[config.mk]
export PLATFORM = sky130hd
export DESIGN_NAME = dma_lane_sequencer_flat
export DESIGN_NICKNAME = d
export VERILOG_FILES = /design/src/rtl/dma_pkg.sv /design/src/rtl/dma_lane_sequencer_if.sv /design/src/rtl/dma_skid_buffer.sv /design/src/rtl/dma_lane_sequencer.sv /design/src/flat_wrapper.sv
export SDC_FILE = /design/constraint.sdc
export NUM_CORES = 1
export LEC_CHECK = 0
export CELL_PAD_IN_SITES_DETAIL_PLACEMENT = 1
export CELL_PAD_IN_SITES_GLOBAL_PLACEMENT = 1
export CORE_ASPECT_RATIO = 2
export CORE_MARGIN = 5
export CORE_UTILIZATION = 50
export CTS_BUF_LIST = sky130_fd_sc_hd__clkbuf_2 sky130_fd_sc_hd__clkbuf_4 sky130_fd_sc_hd__clkbuf_8
export DETAILED_ROUTE_END_ITERATION = 16
export GPL_TIMING_DRIVEN = 0
export PLACE_DENSITY_LB_ADDON = 0.1
export SLEW_MARGIN = 40
export SYNTH_ARGS = -nofsm -noshare
export SYNTH_HDL_FRONTEND = slang
export SYNTH_HIERARCHICAL = 1
export SYNTH_SLANG_ARGS = --single-unit
[constraint.sdc]
create_clock -name clk -period 6 [get_ports clk]
set_input_delay 0.6 -clock clk [delete_from_list [all_inputs] [get_ports clk]]
set_output_delay 0.6 -clock clk [all_outputs]
set_load 0.03 [all_outputs]
[src/rtl/dma_pkg.sv]
// Shared constants, FSM states and DMA word packing for the DMA lane sequencer.
package dma_pkg;

    localparam int NUM_LANES = 18;
    localparam int DATA_W    = 25;
    localparam int ROWS_W    = 16;
    localparam int PAY_LSB   = 7;
    localparam int VLD_BIT   = 6;
    localparam int EOR_BIT   = 5;

    localparam logic [4:0]  IDX_IDLE  = 5'd31;
    localparam logic [4:0]  IDX_LAST  = 5'(NUM_LANES - 1);
    localparam logic [31:0] IDLE_WORD = {25'd0, 1'b0, 1'b0, IDX_IDLE};

    typedef enum logic [1:0] {IDLE, RUN, FLUSH, DONE} state_t;

    function automatic logic [31:0] pack_word(input logic [DATA_W-1:0] pay,
                                              input logic              vld,
                                              input logic              eor,
                                              input logic [4:0]        idx);
        logic [31:0] w;
        w               = '0;
        w[31:PAY_LSB]   = pay;
        w[VLD_BIT]      = vld;
        w[EOR_BIT]      = eor;
        w[4:0]          = idx;
        return w;
    endfunction

endpackage

[src/rtl/dma_lane_sequencer_if.sv]
// Payload stream and DMA port bundle; the sequencer is the slave side.
interface dma_lane_sequencer_if;
    import dma_pkg::*;

    logic [DATA_W-1:0] s_data;
    logic              s_valid;
    logic              s_last;
    logic              s_ready;
    logic              dma_ready;
    logic [31:0]       dma_word;

    modport master (output s_data, s_valid, s_last, dma_ready,
                    input  s_ready, dma_word);
    modport slave  (input  s_data, s_valid, s_last, dma_ready,
                    output s_ready, dma_word);
endinterface

[src/rtl/dma_skid_buffer.sv]
// Two-entry FIFO holding {last, payload}; head always at mem0.
module dma_skid_buffer #(
    parameter int WIDTH = 26
) (
    input  logic             clk,
    input  logic             rst,
    input  logic             push,
    input  logic             pop,
    input  logic [WIDTH-1:0] din,
    output logic [WIDTH-1:0] dout,
    output logic [1:0]       count
);
    logic [WIDTH-1:0] mem0_q, mem1_q;
    logic [1:0]       cnt_q;
    logic             wr_sel;

    // A push lands in the first free slot as seen after this cycle's pop.
    assign wr_sel = (cnt_q - {1'b0, pop}) != 2'd0;

    always_ff @(posedge clk) begin
        if (pop)
            mem0_q <= mem1_q;
        if (push) begin
            if (wr_sel)
                mem1_q <= din;
            else
                mem0_q <= din;
        end
    end

    always_ff @(posedge clk or posedge rst) begin
        if (rst)
            cnt_q <= 2'd0;
        else
            cnt_q <= cnt_q + {1'b0, push} - {1'b0, pop};
    end

    assign dout  = mem0_q;
    assign count = cnt_q;
endmodule

[src/rtl/dma_lane_sequencer.sv]
// Tags payloads with a rotating lane index, pads short rounds with zero
// words and frames the stream by cfg_rows rounds or s_last.
module dma_lane_sequencer
    import dma_pkg::*;
(
    input  logic               clk,
    input  logic               rst,
    input  logic               start,
    input  logic [ROWS_W-1:0]  cfg_rows,
    dma_lane_sequencer_if.slave bus,
    output logic               busy,
    output logic               done
);
    state_t            state_q, state_d;
    logic [4:0]        idx_q, idx_d, in_idx_q, in_idx_d;
    logic [ROWS_W-1:0] row_q, row_d, rows_q, rows_d, in_row_q, in_row_d;
    logic              in_end_q, in_end_d, ready_q, ready_d, busy_q, done_q;
    logic [31:0]       word_q, word_d;
    logic              in_fire, buf_empty, have, issue, push, pop;
    logic [1:0]        buf_cnt, cnt_nx;
    logic [DATA_W:0]   buf_dout, src;

    // An empty buffer is bypassed so an accepted payload issues the same cycle.
    assign in_fire   = bus.s_valid && ready_q;
    assign buf_empty = (buf_cnt == 2'd0);
    assign src       = buf_empty ? {bus.s_last, bus.s_data} : buf_dout;
    assign have      = !buf_empty || in_fire;
    assign push      = in_fire && !(issue && buf_empty);
    assign pop       = issue && !buf_empty;
    assign cnt_nx    = buf_cnt + {1'b0, push} - {1'b0, pop};

    dma_skid_buffer #(.WIDTH(DATA_W + 1)) u_skid (
        .clk   (clk),
        .rst   (rst),
        .push  (push),
        .pop   (pop),
        .din   ({bus.s_last, bus.s_data}),
        .dout  (buf_dout),
        .count (buf_cnt)
    );

    always_comb begin
        state_d  = state_q;
        idx_d    = idx_q;
        row_d    = row_q;
        rows_d   = rows_q;
        in_idx_d = in_idx_q;
        in_row_d = in_row_q;
        in_end_d = in_end_q;
        word_d   = IDLE_WORD;
        issue    = 1'b0;
        unique case (state_q)
            IDLE: if (start) begin
                rows_d   = cfg_rows;
                idx_d    = '0;
                row_d    = '0;
                in_idx_d = '0;
                in_row_d = '0;
                in_end_d = 1'b0;
                state_d  = (cfg_rows == '0) ? DONE : RUN;
            end
            RUN: if (have && bus.dma_ready) begin
                issue  = 1'b1;
                word_d = pack_word(src[DATA_W-1:0], 1'b1, idx_q == IDX_LAST, idx_q);
                if (idx_q == IDX_LAST) begin
                    idx_d = '0;
                    row_d = row_q + ROWS_W'(1);
                    if (src[DATA_W] || (row_q + ROWS_W'(1) == rows_q))
                        state_d = DONE;
                end else begin
                    idx_d = idx_q + 5'd1;
                    if (src[DATA_W])
                        state_d = FLUSH;
                end
            end
            FLUSH: if (bus.dma_ready) begin
                word_d = pack_word('0, 1'b1, idx_q == IDX_LAST, idx_q);
                if (idx_q == IDX_LAST) begin
                    idx_d   = '0;
                    state_d = DONE;
                end else begin
                    idx_d = idx_q + 5'd1;
                end
            end
            DONE: state_d = IDLE;
            default: state_d = IDLE;
        endcase

        // Input-side slot tracking closes s_ready once the frame's last slot is taken.
        if (in_fire) begin
            if (bus.s_last || (in_idx_q == IDX_LAST && in_row_q + ROWS_W'(1) == rows_q))
                in_end_d = 1'b1;
            if (in_idx_q == IDX_LAST) begin
                in_idx_d = '0;
                in_row_d = in_row_q + ROWS_W'(1);
            end else begin
                in_idx_d = in_idx_q + 5'd1;
            end
        end
        ready_d = (state_d == RUN) && !in_end_d && (cnt_nx != 2'd2);
    end

    always_ff @(posedge clk or posedge rst) begin
        if (rst) begin
            state_q  <= IDLE;
            idx_q    <= '0;
            row_q    <= '0;
            rows_q   <= '0;
            in_idx_q <= '0;
            in_row_q <= '0;
            in_end_q <= 1'b0;
            ready_q  <= 1'b0;
            word_q   <= IDLE_WORD;
            busy_q   <= 1'b0;
            done_q   <= 1'b0;
        end else begin
            state_q  <= state_d;
            idx_q    <= idx_d;
            row_q    <= row_d;
            rows_q   <= rows_d;
            in_idx_q <= in_idx_d;
            in_row_q <= in_row_d;
            in_end_q <= in_end_d;
            ready_q  <= ready_d;
            word_q   <= word_d;
            busy_q   <= (state_d != IDLE);
            done_q   <= (state_q == DONE);
        end
    end

    assign bus.s_ready  = ready_q;
    assign bus.dma_word = word_q;
    assign busy         = busy_q;
    assign done         = done_q;
endmodule

[src/flat_wrapper.sv]
// flat-port wrapper written by rule: the top's interface ports become plain ports
module dma_lane_sequencer_flat import dma_pkg::*;
  (clk, rst, start, cfg_rows, busy, done, bus_s_data, bus_s_valid, bus_s_last, bus_dma_ready, bus_s_ready, bus_dma_word);
  dma_lane_sequencer_if bus_i ();
  input  logic clk;
  input  logic rst;
  input  logic start;
  input  logic [ROWS_W-1:0] cfg_rows;
  output logic busy;
  output logic done;
  input wire logic [$bits(bus_i.s_data)-1:0] bus_s_data;
  input wire logic [$bits(bus_i.s_valid)-1:0] bus_s_valid;
  input wire logic [$bits(bus_i.s_last)-1:0] bus_s_last;
  input wire logic [$bits(bus_i.dma_ready)-1:0] bus_dma_ready;
  output wire logic [$bits(bus_i.s_ready)-1:0] bus_s_ready;
  output wire logic [$bits(bus_i.dma_word)-1:0] bus_dma_word;
  assign bus_i.s_data = bus_s_data;
  assign bus_i.s_valid = bus_s_valid;
  assign bus_i.s_last = bus_s_last;
  assign bus_i.dma_ready = bus_dma_ready;
  assign bus_s_ready = bus_i.s_ready;
  assign bus_dma_word = bus_i.dma_word;
  dma_lane_sequencer u_core (.clk(clk), .rst(rst), .start(start), .cfg_rows(cfg_rows), .bus(bus_i), .busy(busy), .done(done));
endmodule
Yosys cells after proc, flatten, opt, wreduce, memory -nomap -nowiden
Index checks and enable logic that the tools add are counted.

Add/sub/neg operators: 7. Equal/unequal tests: 13. Muxes and demuxes: 38. Reduce and logical (&&, ||, !) cells: 28.

Operators by type and width (number): $mux W16 (7); $mux W26 (4); $pmux W32 S2 (1); $mux W5 (7); $add A16 B1 Y16 const B (2); $eq A16 B16 Y1 (2); $mux W32 (1); $pmux W16 S2 (1); $logic_not A16 Y1 (1); $mux W2 (8); $pmux W5 S3 (1); $add A5 B1 Y5 const B (2); $eq A5 B5 Y1 const B (2); $reduce_bool A2 Y1 (5); $logic_and A1 B1 Y1 (8); $pmux W2 S4 (1); $reduce_and A4 Y1 (2); $mux W7 (1); $mux W1 (6); $ne A2 B2 Y1 const B (3); $reduce_and A2 Y1 (3); $eq A2 B1 Y1 const B (2); $eq A2 B2 Y1 const B (2); $logic_not A2 Y1 (2); 6 further kinds (12).

Register bits after elaboration: 150. Input bits: 47. Output and inout port bits: 35. Word-level logic and storage cells: 100.

Depth between registers and ports, before layout
Gate-level depths: netlist of run 1.

Depth after elaboration: 13. Gate-level depth with buffers: 12. Gate-level depth less buffers: 12.

Modules after synthesis
Netlist of run 1, hierarchy kept.

By module, submodules not included: dma_lane_sequencer (times used 1, cells an instance 611, area an instance 5451.5 um^2, sequential area each 2408.6 um^2); dma_skid_buffer (times used 1, cells an instance 121, area an instance 2145.8 um^2, sequential area each 1351.3 um^2).

Worst setup path after synthesis of run 1
No wires, ideal clock.

Path kind: in2reg. Start point: input port bus_s_valid. End point: register u_core.u_skid.mem1_q[0] (enable). Setup time: 0.449 ns. Data arrival time: 3.748 ns. Data required time: 5.551 ns. Slack: 1.803 ns. Cell stages on the path: 8. Buffers on the path: 1. Path through: and2_1 clkbuf_1 o21ai_1 or2_2 nor2_1 ha_1 xnor2_1 a21boi_0.

Longest elaborated chain between the ends: 9. Elaborated cells between the ends (all ways): 12. Classes of those cells: add/sub: 1; mux: 2; reduce/logical: 9.

RTL lines: start: declaration (RTL line flat_wrapper.sv:12) `input wire logic [$bits(bus_i.s_valid)-1:0] bus_s_valid;`; $logic_and A1 B1 Y1 (RTL line dma_lane_sequencer.sv:24) `assign in_fire = bus.s_valid && ready_q;`; $logic_or A1 B1 Y1 (RTL line dma_lane_sequencer.sv:27) `assign have = !buf_empty || in_fire;`; $logic_and A1 B1 Y1 (RTL line dma_lane_sequencer.sv:62) `RUN: if (have && bus.dma_ready) begin`; $mux W1 (RTL line dma_lane_sequencer.sv:62); $mux W1 (RTL line dma_lane_sequencer.sv:52) `unique case (state_q)`; $logic_and A1 B1 Y1 (RTL line dma_lane_sequencer.sv:29) `assign pop = issue && !buf_empty;`; named net u_core.pop (RTL line dma_lane_sequencer.sv:19) `logic in_fire, buf_empty, have, issue, push, pop;`; $sub A2 B1 Y2 (RTL line dma_skid_buffer.sv:18) `assign wr_sel = (cnt_q - {1'b0, pop}) != 2'd0;`; $reduce_bool A2 Y1 (RTL line dma_skid_buffer.sv:18); $reduce_and A2 Y1 (no source line); end signal: assignment (RTL line dma_skid_buffer.sv:25) `mem1_q <= din;`; end: declaration (RTL line dma_skid_buffer.sv:13) `logic [WIDTH-1:0] mem0_q, mem1_q;`.

The timed path passes the listed nets, and every way through them passes these cells. A chain may end at the register's enable or synchronous reset.

Final worst setup path of run 1
Start point: register u_core.u_skid.cnt_q[1], in the netlist u_core/u_skid/count[1]. End point: register u_core.u_skid.mem0_q[7], in the netlist u_core/u_skid/dout[7].

Longest elaborated chain between the ends: 11. Elaborated cells between the ends (all ways): 15. Classes of those cells: add/sub: 1; mux: 5; reduce/logical: 9.

RTL lines: start: declaration (RTL line dma_skid_buffer.sv:14) `logic [1:0] cnt_q;`; start signal: assignment (RTL line dma_skid_buffer.sv:35) `cnt_q <= cnt_q + {1'b0, push} - {1'b0, pop};`; $logic_not A2 Y1 * (RTL line dma_lane_sequencer.sv:25) `assign buf_empty = (buf_cnt == 2'd0);`; $logic_not A1 Y1 * (RTL line dma_lane_sequencer.sv:27, dma_lane_sequencer.sv:29); $logic_or A1 B1 Y1 (RTL line dma_lane_sequencer.sv:27); $logic_and A1 B1 Y1 (RTL line dma_lane_sequencer.sv:62); $mux W1 (RTL line dma_lane_sequencer.sv:62); $mux W1 (RTL line dma_lane_sequencer.sv:52); $logic_and A1 B1 Y1 * (RTL line dma_lane_sequencer.sv:29); named net u_core.pop (RTL line dma_lane_sequencer.sv:19); $sub A2 B1 Y2 (RTL line dma_skid_buffer.sv:18); $reduce_bool A2 Y1 (RTL line dma_skid_buffer.sv:18); $mux W26 (RTL line dma_skid_buffer.sv:24) `if (wr_sel)`; $mux W26 * (RTL line dma_skid_buffer.sv:23) `if (push) begin`; end signal: assignment (RTL line dma_skid_buffer.sv:22) `mem0_q <= mem1_q;`; end signal: assignment (RTL line dma_skid_buffer.sv:27) `mem0_q <= din;`; end: declaration (RTL line dma_skid_buffer.sv:13).

The timed path passes the listed nets; every way through them passes the cells marked *.

==> impl_metrics.py, run 1 <==
metrics = {
    "worst_setup_path": {
        "critical_path.most_common_cell": "nor2_1",
        "critical_path_class": "register to register",
        "cp-start-kind": "register",
        "cp.required_ns": 6.34,
        "crit_buf_inv": 3,
        "crit_start": "u_core/u_skid/count[1]",
        "end_kind": "register",
        "cp_max_fo": 10,
        "cp.arrival_ns": 3.90,
        "crit_family": "simple AND/OR/NAND/NOR gates",
        "crit_chain": "nor2_1 > clkbuf_1 > nor2_1 > ha_1 > xnor2_1 > and3_1 > buf_6 > buf_12 > mux2_4",
        "max_stage_delay_ns": 0.63,
        "timing.rr.start": "u_core/u_skid/count[1]",
        "worst_path_max_delay_cell": "nor2_1",
    },
    "min_path": {
        "min_path_type": "register to register",
        "min-delay-start": "u_core/u_skid/dout[5]",
    },
    "grt": {
        "grt_max_degree": 77,
        "overflow": 0,
        "grt_pass1_vias": 6841,
        "grt_pass1_wl_mm": 37.12,
        "antenna_found_initial": 0,
        "grt_usage_pct": 26.55,
    },
    "finish": {
        "final_common_cell": "nand2_1",
        "antenna_cells": 0,
        "fin_util_pct": 61.35,
        "areaGrowthSynthToFinish_pct": 20.31,
        "final_nets": 896,
        "fin_area_sq_um": 9140,
        "regArea_sq_um": 3760,
        "layout_common_cells": "nand2_1 (97), dfrtp_1 (93), clkdlybuf4s50_1 (81)",
        "drive_gt1_share_pct": 16.29,
        "multi_input_area_sq_um": 3592,
        "fill_cells": 1602,
        "instances_no_fill": 1042,
    },
    "power": {
        "switching_power_mw": 1.482,
        "cellLeakagePower_nw": 3.695,
        "ir_worst_vdd_v": 0.0002002,
        "swShare_pct": 37.41,
        "sequentialPowerShare_pct": 39.2,
        "internal_power_mw": 2.480,
        "total_power_mw": 3.962,
        "p_clk_share_pct": 21.4,
        "combPwrFrac_pct": 39.4,
        "power_per_cell_area_nw_per_um2": 433.5,
    },
    "synth": {
        "synthArstFlopShare_pct": 65.33,
        "synth_nets": 794,
        "avgSynthCellArea_sq_um": 10.38,
        "synth_cells": 732,
        "synth_warnings": 6,
        "synth_edf_count": 26,
        "synth-seq-area-share_pct": 49.49,
        "synth.distinct_cells": 65,
        "synth_seq_cells": 150,
        "synth_area_sq_um": 7597,
        "synth-main-ff-cell": "dfrtp_1",
    },
    "clocking": {
        "cts_resized": 0,
        "post_cts_buffers": 0,
        "numClockSinks": 150,
        "cts_made_buffers": 17,
        "cts_tree": "yes",
        "cts_root_buffer": "clkbuf_8",
        "ctsHoldBuffers": 0,
        "clock_latency_ns": 0.45,
        "clk_pin_slew_ns": 0.08,
        "clockBufferDepth": 2,
        "cts_max_level": 4,
    },
    "placement": {
        "pre_cts_slack_ns": 2.171,
        "placed_cells_incl_taps": 1010,
        "portBuffers": 81,
        "dp_hpwl_mm": 17.17,
        "placed_area_sq_um": 8713,
        "gp_congestion": 0.8269,
    },
    "route": {
        "drtPass1Iterations": 5,
        "num_vias": 6184,
        "wl_met3_um": 616,
        "top_layer_used": "met4",
        "dr.first_iter.drc_count": 232,
        "post_drt_wl_per_cell_um": 22.54,
        "drt_wl_total_mm": 23.48,
        "drc_errors": 0,
        "avgViaCountPerCell": 5.935,
        "wl_met1_mm": 8.277,
        "antenna_left": 0,
        "wl_met2_mm": 13.73,
    },
    "job": {
        "drv_cap": 0,
    },
    "sta": {
        "fin_crit_ns": 3.560,
        "tightest_slew_ns": 0.7722,
        "maxSlewViolCount": 0,
        "finalWorstSetupSlack_ns": 2.440,
        "fin_setup_tns_ns": 0,
        "period_share_pct": 59.33,
        "finalHoldViolations": 0,
        "setup_viol": 0,
        "skew_ns": 0.01462,
        "grt_setup_unrepaired": "no",
        "max_slew_margin_pct": 48.33,
        "timing.fmax_mhz": 280.9,
        "worst_hold_slack_ns": 0.4566,
    },
    "die": {
        "start_util_pct": 51.00,
        "coreArea_sq_um": 14900,
        "row_count": 63,
        "die_h_um": 184.3,
        "die-width_um": 97.16,
        "fp.dieArea_sq_um": 17910,
        "io_pins": 82,
    },
    "status": {
        "status": "finished clean",
    },
}
## layout make-up
class                   instances  area share [%]
clock buffers                  24           3.272
well taps                     195           2.669
flip-flops and latches        150           41.14
inverters                      16          0.7392
clock inverters                 8           1.369
multi-input cells             529           39.30
plain buffers                  37           2.177
repair buffers                 83           9.336
## worst paths after layout
check	to	slack, ns	cells past startpoint
max in group asynchronous	u_core/bus.dma_word[2]	4.77	3
min reg2reg	u_core/bus.dma_word[12]	0.46	2
max reg2reg	u_core/u_skid/dout[7]	2.44	9
min	u_core/bus.dma_word[12]	0.46	2
max	u_core/u_skid/dout[7]	2.44	9
min in group asynchronous	u_core/u_skid/count[0]	0.51	2
## power groups by stage
stage | registers [mW] | logic, mW | clock network, mW
after CTS | 1.55 | 1.56 | 0.866
after global routing | 1.57 | 1.67 | 0.912
final | 1.55 | 1.56 | 0.849
after global placement | 1.55 | 1.40 | 0
after detailed placement | 1.57 | 1.52 | 0
after floorplan | 1.57 | 0.970 | 0
## cell usage after synthesis, drive strengths merged (17+ instances only)
cell type	number	share of area, %
a21oi	45	3.0
buf	17	1.6
clkbuf	20	0.99
dfrtp	93	31
dfxtp	26	6.9
edfxtp	26	10
mux2	68	11
nand2	97	4.8
nand3	24	1.6
nor2	37	1.8
o21ai	63	4.2
xnor2	31	3.6
## logic make-up (layout without fill, tap and decap cells)
group / Yosys count / after routing / synth area share (%)
xor+xnor: 41 / 41 / 4.727
compound gates: 166 / 166 / 13.27
simple gates: 237 / 237 / 15.30
buf+inv: 53 / 168 / 3.409
mux: 69 / 69 / 11.20
flops: 150 / 150 / 49.49
fa+ha+maj: 16 / 16 / 2.602
## sequential cells by signal, summed over array words and instances, names as in the netlist
| signal | flops |
|---|---|
| u_core/bus.dma_word | 32 |
| u_core/bus.s_ready | 1 |
| u_core/busy | 1 |
| u_core/done | 1 |
| u_core/idx_q | 5 |
| u_core/in_end_q | 1 |
| u_core/in_idx_q | 5 |
| u_core/in_row_q | 16 |
| u_core/row_q | 16 |
| u_core/rows_q | 16 |
| u_core/state_q | 2 |
| u_core/u_skid/count | 2 |
| u_core/u_skid/dout | 26 |
| u_core/u_skid/mem1_q | 26 |
## worst min-delay path: stages (launching register included)
cell and delay, ns:
dfxtp_1 0.32, nand2_1 0.05, a21oi_1 0.06
## layer usage
layer / up-vias / track usage [%]
li1: 2827 / -
met1: 3151 / 25.94
met2: 158 / 53.05
met3: 48 / 4.621
met4: 0 / 12.15
met5: - / 0
Note: power is estimated with default switching activity, not from simulation.
==> inputs of run 2 (changes only) <==
--- a/config.mk
+++ b/config.mk
@@ -9,7 +9,7 @@
 export CELL_PAD_IN_SITES_GLOBAL_PLACEMENT = 1
 export CORE_ASPECT_RATIO = 2
 export CORE_MARGIN = 5
-export CORE_UTILIZATION = 50
+export CORE_UTILIZATION = 42
 export CTS_BUF_LIST = sky130_fd_sc_hd__clkbuf_2 sky130_fd_sc_hd__clkbuf_4 sky130_fd_sc_hd__clkbuf_8
 export DETAILED_ROUTE_END_ITERATION = 16
 export GPL_TIMING_DRIVEN = 0
==> constraint.sdc (replaced) <==
create_clock -name clk -period 2.9 [get_ports clk]
set_input_delay 0.29 -clock clk [delete_from_list [all_inputs] [get_ports clk]]
set_output_delay 0.29 -clock clk [all_outputs]
set_load 0.03 [all_outputs]
==> impl_metrics.py, run 2 (synthesis results as in run 1) <==
metrics = {
    "finish": {
        "final_nets": 893,
        "layout_common_cells": "nand2_1 (97), dfrtp_1 (93), clkdlybuf4s50_1 (81)",
        "antenna_cells": 0,
        "areaGrowthSynthToFinish_pct": 21.36,
        "multi_input_area_sq_um": 3666,
        "fill_cells": 1969,
        "instances_no_fill": 1057,
        "final_common_cell": "nand2_1",
        "largest_register_ffs": 32,
        "regArea_sq_um": 3760,
        "fin_util_pct": 51.84,
        "drive_gt1_share_pct": 18.01,
    },
    "power": {
        "cellLeakagePower_nw": 3.715,
        "swShare_pct": 36.66,
        "switching_power_mw": 2.948,
        "ir_worst_vdd_v": 0.0003441,
        "p_clk_share_pct": 21.1,
        "sequentialPowerShare_pct": 39.8,
        "power_per_cell_area_nw_per_um2": 872.2,
        "combPwrFrac_pct": 39.1,
        "internal_power_mw": 5.094,
        "total_power_mw": 8.042,
    },
    "route": {
        "drtPass1Iterations": 5,
        "avgViaCountPerCell": 5.688,
        "drt_wl_total_mm": 21.95,
        "dr.first_iter.drc_count": 197,
        "antenna_left": 0,
        "drc_errors": 0,
        "num_vias": 6012,
        "post_drt_wl_per_cell_um": 20.76,
    },
    "job": {
        "drv_cap": 0,
    },
    "worst_setup_path": {
        "end_kind": "register",
        "critical_path.most_common_cell": "or2_4",
        "cp.required_ns": 3.25,
        "cp.arrival_ns": 3.14,
        "worst_r2r_path_depth": 10,
        "crit_chain": "or2_4 > o21ai_2 > or2_4 > nor2_2 > ha_1 > xnor2_2 > and3_1 > buf_6 > buf_12 > mux2_4",
        "rrSetupSlack_ns": 0.11,
        "critical_path_class": "register to register",
        "cp_max_fo": 10,
        "worst_path_max_delay_cell": "dfrtp_1",
        "rr_endpoint": "u_core/u_skid/dout[11]",
        "cp-start-kind": "register",
        "timing.rr.start": "u_core/u_skid/count[1]",
        "max_stage_delay_ns": 0.48,
    },
    "grt": {
        "overflow": 0,
        "grt_usage_pct": 21.43,
        "antenna_found_initial": 0,
        "grt_pass1_wl_mm": 36.35,
        "grt_max_degree": 77,
        "grt_pass1_vias": 7005,
    },
    "clocking": {
        "clk_pin_slew_ns": 0.08,
        "clockBufferDepth": 2,
        "cts_max_level": 4,
        "ctsHoldBuffers": 0,
        "clock_latency_ns": 0.46,
        "numClockSinks": 150,
        "cts_made_buffers": 17,
        "cts_tree": "yes",
        "cts_root_buffer": "clkbuf_8",
    },
    "sta": {
        "timing.fmax_mhz": 358.2,
        "setup_viol": 0,
        "worst_hold_slack_ns": 0.1766,
        "fin_setup_tns_ns": 0,
        "skew_ns": 0.01369,
        "max_slew_margin_pct": 56.11,
        "fin_crit_ns": 2.792,
        "finalHoldViolations": 0,
        "tightest_slew_ns": 0.6533,
        "maxSlewViolCount": 0,
        "period_share_pct": 96.27,
        "grt_setup_unrepaired": "yes",
    },
    "placement": {
        "portBuffers": 81,
        "dp_hpwl_mm": 16.62,
        "gp_congestion": 0.8954,
        "placed_cells_incl_taps": 1028,
    },
    "die": {
        "start_util_pct": 42.72,
        "die-width_um": 105.1,
        "row_count": 69,
        "fp.dieArea_sq_um": 21040,
        "coreArea_sq_um": 17780,
        "die_h_um": 200.2,
        "io_pins": 82,
    },
    "min_path": {
        "min_path_type": "input pin to asynchronous set/reset pin",
    },
    "status": {
        "status": "finished clean",
    },
}
run 2: cell count changes in the layout (fill, tap and decap cells not counted), moves of 3 or more:
| cell | change |
|---|---|
| clkbuf_1 | -7 |
| clkinvlp_4 | +3 |
| clkbuf_2 | +3 |
| nor2_1 | -3 |
run 2: cell type report:
| type | instances | area share [%] |
|---|---|---|
| clock inverters | 12 | 1.683 |
| multi-input cells | 529 | 39.76 |
| well taps | 213 | 2.890 |
| inverters | 16 | 0.7328 |
| clock buffers | 20 | 2.782 |
| repair buffers | 84 | 9.336 |
| flip-flops and latches | 150 | 40.78 |
| plain buffers | 33 | 2.036 |
run 2: power groups by stage:
stage	Clock, mW	Combinational (mW)	Sequential (mW)
after detailed placement	0	3.11	3.24
after global placement	0	2.94	3.19
after floorplan	0	2.03	3.24
after global routing	1.84	3.44	3.26
final	1.70	3.14	3.20
after CTS	1.76	3.17	3.21
run 2: how the worst max path moves through the flow:
stage / startpoint / to / slack (ns) / depth (start not counted)
2_1_floorplan: rst / u_core/bus.dma_word[10] / 0.11 / 1
3_3_place_gp: rst / u_core/row_q[6] / -1.70 / 2
3_5_place_dp: bus_s_valid / u_core/row_q[12] / -0.64 / 10
4_1_cts: u_core/u_skid/count[1] / u_core/u_skid/dout[12] / 0.04 / 10
5_1_grt: u_core/state_q[1] / u_core/u_skid/dout[12] / -0.003 / 9
6_report: u_core/u_skid/count[1] / u_core/u_skid/dout[11] / 0.11 / 10
run 2: through the flow:
| step | setup slack [ns] | area, sq um |
|---|---|---|
| 2_1_floorplan | 0.1129 | 7609 |
| 4_1_cts | 0.04194 | 9183 |
| 5_1_grt | -0.003457 | 9220 |
| 3_3_place_gp | -1.696 | 8686 |
| 3_5_place_dp | -0.6367 | 8736 |
| 6_report | 0.1083 | 9220 |
run 2: repair_timing:
| item | CTS | global route |
|---|---|---|
| endpoints found under the setup margin | 63 | 52 |
| pin swaps | 0 | 1 |
| gates resized for setup | 12 | 7 |
| setup buffers | 0 | 1 |
| endpoints found under the hold margin | 0 | 0 |
run 2: routing by layer:
layer | GRT usage [%] | vias up | routed length (um) | part of all wire, %
met3 | 3.576 | 40 | 631 | 2.9
li1 | - | 2823 | - | -
met1 | 21.35 | 3026 | 7693 | 35
met5 | 0 | - | 0 | 0
met4 | 9.053 | 0 | 775 | 3.5
met2 | 42.13 | 123 | 12850 | 59
run 2: worst max-delay path: cells and delay by family (launching register included):
family,cells,cell delay [ns]
AOI/OAI and AO/OA,1,0.20
adders and majority gates,1,0.25
buffers and inverters,2,0.34
DFF,1,0.48
muxes,1,0.31
and+or+nand+nor,4,0.85
xor gates and xnor gates,1,0.24
==> inputs of run 3 (changes only) <==
--- a/config.mk
+++ b/config.mk
@@ -12,6 +12,7 @@
 export CORE_UTILIZATION = 42
 export CTS_BUF_LIST = sky130_fd_sc_hd__clkbuf_2 sky130_fd_sc_hd__clkbuf_4 sky130_fd_sc_hd__clkbuf_8
 export DETAILED_ROUTE_END_ITERATION = 16
+export GPL_ROUTABILITY_DRIVEN = 0
 export GPL_TIMING_DRIVEN = 0
 export PLACE_DENSITY_LB_ADDON = 0.1
 export SLEW_MARGIN = 40
==> impl_metrics.py, run 3 (synthesis results as in run 1) <==
metrics = {
    "status": {
        "status": "finished clean",
    },
    "clocking": {
        "cts_root_buffer": "clkbuf_8",
        "cts_tree": "yes",
        "cts_made_buffers": 17,
        "clockBufferDepth": 2,
        "cts_max_level": 4,
        "numClockSinks": 150,
        "clk_pin_slew_ns": 0.09,
        "clock_latency_ns": 0.46,
    },
    "worst_setup_path": {
        "cp.required_ns": 3.23,
        "end_kind": "register",
        "worst_path_max_delay_cell": "dfrtp_1",
        "crit_family": "simple AND/OR/NAND/NOR gates",
        "critical_path.most_common_cell": "or2_4",
        "cp-start-kind": "register",
        "cp.arrival_ns": 3.14,
        "crit_buf_inv": 2,
        "max_stage_delay_ns": 0.48,
        "crit_chain": "or2_4 > o21ai_2 > or2_4 > nor2_2 > ha_1 > xnor2_2 > and3_1 > buf_6 > buf_12 > mux2_4",
        "critical_path_class": "register to register",
        "timing.rr.start": "u_core/u_skid/count[1]",
        "worst_r2r_path_depth": 10,
        "rrSetupSlack_ns": 0.09,
        "cp_max_fo": 10,
        "rr_endpoint": "u_core/u_skid/dout[11]",
    },
    "finish": {
        "areaGrowthSynthToFinish_pct": 21.64,
        "instances_no_fill": 1057,
        "fin_util_pct": 51.96,
        "drive_gt1_share_pct": 18.48,
        "final_common_cell": "nand2_1",
        "layout_common_cells": "nand2_1 (97), dfrtp_1 (93), clkdlybuf4s50_1 (81)",
        "largest_register_ffs": 32,
        "antenna_cells": 0,
        "final_nets": 893,
    },
    "sta": {
        "fin_crit_ns": 2.809,
        "tightest_slew_ns": 0.6958,
        "timing.fmax_mhz": 356.0,
        "max_slew_margin_pct": 53.26,
        "fin_setup_tns_ns": 0,
        "setup_viol": 0,
        "skew_ns": 0.01560,
        "grt_setup_unrepaired": "no",
        "finalHoldViolations": 0,
        "finalWorstSetupSlack_ns": 0.09127,
        "period_share_pct": 96.85,
        "maxSlewViolCount": 0,
    },
    "die": {
        "coreArea_sq_um": 17780,
        "fp.dieArea_sq_um": 21040,
        "io_pins": 82,
        "die-width_um": 105.1,
        "die_h_um": 200.2,
        "start_util_pct": 42.72,
        "row_count": 69,
    },
    "power": {
        "total_power_mw": 8.020,
        "ir_worst_vdd_v": 0.0003352,
        "cellLeakagePower_nw": 3.721,
        "power_per_cell_area_nw_per_um2": 867.8,
    },
    "min_path": {
        "min_path_type": "input pin to asynchronous set/reset pin",
    },
    "grt": {
        "overflow": 0,
        "grt_max_degree": 75,
        "antenna_found_initial": 0,
        "grt_pass1_vias": 6855,
        "grt_pass1_wl_mm": 36.05,
        "grt_usage_pct": 21.35,
    },
    "route": {
        "dr.first_iter.drc_count": 144,
        "post_drt_wl_per_cell_um": 20.77,
        "drtPass1Iterations": 4,
        "drt_wl_total_mm": 21.95,
        "drc_errors": 0,
        "antenna_left": 0,
        "avgViaCountPerCell": 5.720,
        "num_vias": 6046,
    },
    "placement": {
        "pre_cts_slack_ns": -0.6494,
        "portBuffers": 81,
        "placed_cells_incl_taps": 1028,
        "dp_hpwl_mm": 16.58,
    },
    "job": {
        "drv_cap": 0,
    },
}
[run 3: area by class of cell]
class                           instances  area (sq um)
Sequential cell                       150          3760
Multi-Input combinational cell        529          3681
Timing Repair Buffer                   85         868.3
Inverter                               16         67.56
Fill cell                            1968          8543
Tap cell                              213         266.5
Clock buffer                           20         269.0
Buffer                                 32         186.4
Clock inverter                         12         142.6
[run 3: layer usage]
layer / up-vias / global-route usage, % / part of all wire, %
met1: 3021 / 21.37 / 35
li1: 2825 / - / -
met5: - / 0 / 0
met3: 52 / 3.705 / 3.2
met4: 0 / 10.38 / 4.0
met2: 148 / 41.12 / 58
[run 3: worst register-to-register path, cell delays in order, from the launching register on]
cell     delay, ns
dfrtp_1       0.48
or2_4         0.34
o21ai_2       0.20
or2_4         0.22
nor2_2        0.07
ha_1          0.26
xnor2_2       0.25
and3_1        0.21
buf_6         0.16
buf_12        0.18
mux2_4        0.31
[run 3: metrics by stage]
stage	cell area, sq um	hold slack (ns)
finish	9241	0.1650
global route	9241	0.1489
CTS	9190	0.1344
detailed placement	8738	0.4458
global placement	8686	0.4354
floorplan	7609	0.03118
[run 3: repair_timing]
action | 4_1_cts | 5_1_grt
hold buffers | 0 | 0
setup buffers | 2 | 0
endpoints found under the setup margin | 63 | 38
pin swaps | 2 | 0
resized for setup | 9 | 12
[run 3: power by group]
part / switching [mW] / total, mW / internal (mW)
logic: 1.65 / 3.15 / 1.50
clock network: 0.850 / 1.69 / 0.835
registers: 0.470 / 3.19 / 2.72
[run 3: how the worst max path moves through the flow]
stage / start / cells after the start / endpoint / slack, ns
finish: u_core/u_skid/count[1] / 10 / u_core/u_skid/dout[11] / 0.09
global route: u_core/u_skid/count[1] / 10 / u_core/u_skid/dout[11] / 0.007
CTS: u_core/row_q[0] / 8 / u_core/bus.s_ready / 0.01
detailed placement: bus_s_valid / 10 / u_core/u_skid/mem1_q[13] / -0.65
global placement: rst / 2 / u_core/row_q[3] / -1.69
floorplan: rst / 1 / u_core/bus.dma_word[10] / 0.11
